## config.mk

```make
export PLATFORM = sky130hd
export DESIGN_NAME = btn_conditioner
export DESIGN_NICKNAME = d
export VERILOG_FILES = /design/src/rtl/btn_conditioner.sv
export SDC_FILE = /design/constraint.sdc
export NUM_CORES = 1
export LEC_CHECK = 0
export CORE_MARGIN = 5
export CORE_UTILIZATION = 45
export DETAILED_ROUTE_END_ITERATION = 16
export DONT_BUFFER_PORTS = 1
export GPL_TIMING_DRIVEN = 0
export PLACE_DENSITY = 0.58
export SYNTH_ARGS = -nofsm -noshare
export SYNTH_HDL_FRONTEND = slang
export SYNTH_SLANG_ARGS = --single-unit
```

## constraint.sdc

```tcl
create_clock -name clk -period 5.25 [get_ports clk]
set_input_delay 1.05 -clock clk [delete_from_list [all_inputs] [get_ports clk]]
set_output_delay 1.05 -clock clk [all_outputs]
set_load 0.1 [all_outputs]
```

## src/rtl/btn_conditioner.sv

```systemverilog
// btn_conditioner: synchronizes, debounces and edge-detects eight active-low push buttons
module btn_conditioner #(
    parameter int DB_CYCLES = 500000
) (
    input  logic       clk,
    input  logic       rst,
    input  logic [7:0] btn_sw_n,
    output logic [7:0] btn_level,
    output logic [7:0] btn_press,
    output logic [7:0] btn_release,
    output logic       any_press
);
    localparam int CW = $clog2(DB_CYCLES);
    localparam logic [CW-1:0] CNT_MAX = CW'(DB_CYCLES - 1);

    logic [7:0]    sync1_q, sync2_q;
    logic [7:0]    state_q, state_d;
    logic [7:0]    press_q, press_d;
    logic [7:0]    release_q, release_d;
    logic [7:0]    differ, done;
    logic [CW-1:0] cnt_q [8];
    logic [CW-1:0] cnt_d [8];

    // per channel: count consecutive disagreeing samples, toggle the stable state on the last one
    always_comb begin
        differ    = '0;
        done      = '0;
        state_d   = state_q;
        press_d   = '0;
        release_d = '0;
        for (int i = 0; i < 8; i++) begin
            differ[i]    = ~sync2_q[i] ^ state_q[i];
            done[i]      = differ[i] && cnt_q[i] == CNT_MAX;
            cnt_d[i]     = (differ[i] && !done[i]) ? cnt_q[i] + CW'(1) : '0;
            state_d[i]   = state_q[i] ^ done[i];
            press_d[i]   = done[i] & ~state_q[i];
            release_d[i] = done[i] & state_q[i];
        end
    end

    // two-flop synchronizer and debounce state; sync flops reset to the released (high) level
    always_ff @(posedge clk) begin
        if (rst) begin
            sync1_q   <= '1;
            sync2_q   <= '1;
            state_q   <= '0;
            press_q   <= '0;
            release_q <= '0;
            for (int i = 0; i < 8; i++) cnt_q[i] <= '0;
        end else begin
            sync1_q   <= btn_sw_n;
            sync2_q   <= sync1_q;
            state_q   <= state_d;
            press_q   <= press_d;
            release_q <= release_d;
            for (int i = 0; i < 8; i++) cnt_q[i] <= cnt_d[i];
        end
    end

    assign btn_level   = state_q;
    assign btn_press   = press_q;
    assign btn_release = release_q;
    assign any_press   = |press_q;
endmodule

```

==> reports/qor.txt <==
=================================================================================================
Type of the worst setup path                                                         flop to output port
Fraction of power consumed by the clock network                                             0.460
Clock-pin slew on the worst setup and hold paths                                            70 ps
Worst min-delay path category                                                        flop to flop
Hold Crit Endpoint                                                                     sync2_q[6]
Largest net degree at the start of global routing                                              17
Worst-case reg-to-reg path depth                                                                6
Post-route cell area                                                                     9030 um2
Cell area after placement                                                                8450 um2
Number of cells in the finished layout apart from fillers                                    1174
Worst path top cell family by delay                                                  simple AND/OR/NAND/NOR gates
Detailed-placement wirelength estimate                                                   11300 um
Synth async-reset ratio                                                                         0
Port-buffer cells                                                                               0
Maximum buffer depth of the clock tree                                                          2
Worst-path maximum fanout                                                                       2
Number of antenna violations at the first check in global routing                               2
Multi-input combinational cell area                                                      4100 um2
Mapped Nets                                                                                   947
1st-iter DRT viols                                                                            199
Synth top area share                                                                        0.471
Type of destination of the critical path                                              output port
Worst slew pin tran                                                                       1140 ps
WHS Path Cells                                                                                  1
Count of instances resized after the clock tree is built                                        0
Max-slew violation count                                                                        0
RR Endpoint                                                                          cnt_q[0][29]
R2R Setup Slk                                                                             2610 ps
Count of antenna diodes in the layout                                                           0
EDFF count, synth                                                                               0
DIE WIDTH                                                                                  145 um
Post-detailed-route DRC marker count                                                            0
Origin of the critical flop-to-flop path                                             cnt_q[0][19]
Run status                                                                              completed
Average wire length per cell after detail routing                                         13.7 um
FF+latch count, synth                                                                         192
Leakage power summed over all cells                                                       2.78 nW
Final number of hold-violating endpoints                                                        0
Fraction of layout cells with a size suffix above 1                                        0.0635
Required time reported for the critical path endpoint                                     4200 ps
VDD IR-drop max                                                                        0.000369 V
Reported max-cap violation count                                                                0
Dominant cells by area after synthesis                                               dfxtp_1 47%, nor2_1 6.8%, xnor2_1 6.5%, xor2_1 5.4%, ha_1 3.7%
Unrepaired setup endpoints after global routing                                             false
Critical path data arrival time                                                           2680 ps
Power Density                                                                          307 nW/um2
Wire length after detailed routing                                                       16100 um
Number of distinct library cell variants in the gate-level netlist after synthesis             42
Sw Share                                                                                    0.200
Mapped Avg Cell Area                                                                     8.94 um2
Fill cell total of the finished layout                                                       1727
Critical path cell sequence                                                          nor4_1, nand2_1
P_int                                                                                     2.22 mW
Buffers inserted during post-CTS setup optimization                                             0
Vias in the first global route                                                               5548
Wire length of the first global-routing pass                                             27100 um
Worst path buffer plus inverter count                                                           0
Cell type with the highest aggregate area in the netlist                                  dfxtp_1
Post-detailed-route via-to-cell ratio                                                        5.25
Share of power burned in registers                                                          0.529
Share of the cycle needed by the critical path after routing                                0.710
Total via count after detailed routing                                                       6159
Seq. cell area                                                                           3840 um2
Endpoints failing setup                                                                         0
Hold buffer count at CTS                                                                        0
Worst-path cell with the longest stage delay                                              nand2_1
Slew Limit Headroom                                                                         0.233
Share of synthesized area occupied by flip-flops and latches                                0.471
Die Y                                                                                      145 um
Total placed cells including tap cells                                                       1142
Setup skew after layout                                                                   7.17 ps
Global route overflow                                                                           0
I/O pin cnt                                                                                    35
Std cell rows                                                                                  49
Clock tree from TritonCTS                                                                     yes
Summed instance area of the synthesized netlist                                          8170 um2
Count of mapped cells out of synthesis                                                        913
Initial standard-cell utilization of the core                                               0.456
Worst hold path startpoint                                                             sync1_q[6]
Gr usage total                                                                              0.162
Area of the die                                                                         20900 um2
Switching component of the power                                                           556 uW
Most common flop cell mapped by yosys                                                     dfxtp_1
Highest cell delay on the worst timing path                                                810 ps
Post-Route Setup TNS                                                                         0 ps
DRT antenna net count                                                                           0
Achievable clock frequency                                                                268 MHz
Fin nets                                                                                      966
Count of H-tree levels built during CTS                                                         4
First-pass iteration count of the detailed router                                               4
Part of the power in combinational logic                                                    0.011
Clk Latency, worst-skew pair                                                               420 ps
Cell at the root of the clock tree                                                      clkbuf_16
Growth of design area from synthesis to finish                                              10.6%
Number of clock sinks seen by CTS                                                             192
Core area                                                                               17900 um2
Fin crit period                                                                           3730 ps
Total clock buffers created by CTS                                                             17
CP Launch Type                                                                               flop
Synth warnings                                                                                  0
Placer congestion estimate                                                                  0.838
=================================================================================================
## flip-flops by register name, summed over array words and instances (netlist names)
name,cells
btn_level,8
cnt_q,152
sync1_q,8
btn_press,8
btn_release,8
sync2_q,8
## area by class of cell
type                       count  area share
tap                          229      0.0317
clock inverter                11      0.0154
clock buffer                  21      0.0488
inverter                      32      0.0133
buffer                        25      0.0116
multi-input combinational    664       0.454
sequential                   192       0.426
## cells by family after synthesis
| group | Yosys count | synth area share |
|---|---|---|
| AOI/OAI and AO/OA | 73 | 0.0542 |
| xor gates and xnor gates | 111 | 0.119 |
| adders and majority gates | 24 | 0.0368 |
| buffers and inverters | 57 | 0.0276 |
| DFF | 192 | 0.471 |
| and+or+nand+nor | 456 | 0.292 |
## cell usage after synthesis, types with 3 or more instances
cell type  number
a21oi_1        33
a31o_2          3
and3_1         15
and4_1         13
buf_2           3
clkbuf_1       20
dfxtp_1       192
ha_1           24
inv_1          32
nand2_1        45
nand3_1        55
nand4_1        40
nor2_1        149
nor2b_1        17
nor3_1         22
nor4_1         20
nor4b_1         8
o21ai_0        20
o21ai_2         3
o31ai_1        10
or2_2          17
or3_1          22
or4_1          19
xnor2_1        61
xor2_1         50
## worst reg2reg max path, stage by stage (launching register included)
cell and delay (ps):
dfxtp_1 390, ha_1 210, nand3_1 290, or4_1 580, o21ai_1 530, clkbuf_1 430, nor2_1 90
## per-stage QoR
step	total power [mW]	util	hold WS, ps	setup slack, ps
floorplan	1.52	-	389	2430
global placement	1.53	0.472	393	2060
detailed placement	1.53	0.472	395	2060
CTS	2.82	0.505	414	1580
global route	2.88	0.505	430	1530
finish	2.77	0.505	412	1520
## placed cells by master (no fill, tap or decap), types with 2 or more instances in the layout
master / Yosys / routed
a21oi_1: 33 / 33
a31o_2: 3 / 3
and2_1: 2 / 2
and3_1: 15 / 15
and4_1: 13 / 13
buf_2: 3 / 3
bufinv_16: 0 / 3
clkbuf_1: 20 / 24
clkbuf_16: 0 / 17
clkinv_2: 0 / 5
clkinvlp_4: 0 / 2
dfxtp_1: 192 / 192
ha_1: 24 / 24
inv_1: 32 / 32
nand2_1: 45 / 45
nand3_1: 55 / 55
nand4_1: 40 / 40
nor2_1: 149 / 149
nor2b_1: 17 / 17
nor3_1: 22 / 22
nor4_1: 20 / 20
nor4b_1: 8 / 8
nor4bb_1: 2 / 2
o21ai_0: 20 / 20
o21ai_2: 3 / 3
o31ai_1: 10 / 10
or2_2: 17 / 17
or3_1: 22 / 22
or4_1: 19 / 19
or4b_2: 2 / 2
xnor2_1: 61 / 61
xor2_1: 50 / 50
## power by group through the flow
| stage | combinational, mW | clock (mW) | sequential, mW |
|---|---|---|---|
| 6_report | 0.0294 | 1.28 | 1.47 |
| 5_1_grt | 0.0336 | 1.38 | 1.47 |
| 4_1_cts | 0.0308 | 1.32 | 1.47 |
| 3_5_place_dp | 0.0306 | 0 | 1.50 |
| 3_3_place_gp | 0.0305 | 0 | 1.50 |
| 2_1_floorplan | 0.0209 | 0 | 1.50 |
## routing by layer
layer,global-route usage,share of wire
met3,0.0470,0.039
met4,0.0481,0.015
met5,0,0.0017
met2,0.249,0.44
met1,0.221,0.50
## how the worst max path moves through the flow
stage	startpoint	end	slack [ps]	cells after the start
6_report	btn_press[4]	any_press	1520	2
4_1_cts	btn_press[4]	any_press	1580	2
3_5_place_dp	btn_press[4]	any_press	2060	2
5_1_grt	btn_press[4]	any_press	1530	2
2_1_floorplan	btn_press[1]	any_press	2430	2
3_3_place_gp	btn_press[4]	any_press	2060	2
No activity file was read; power rests on OpenSTA's default activity.
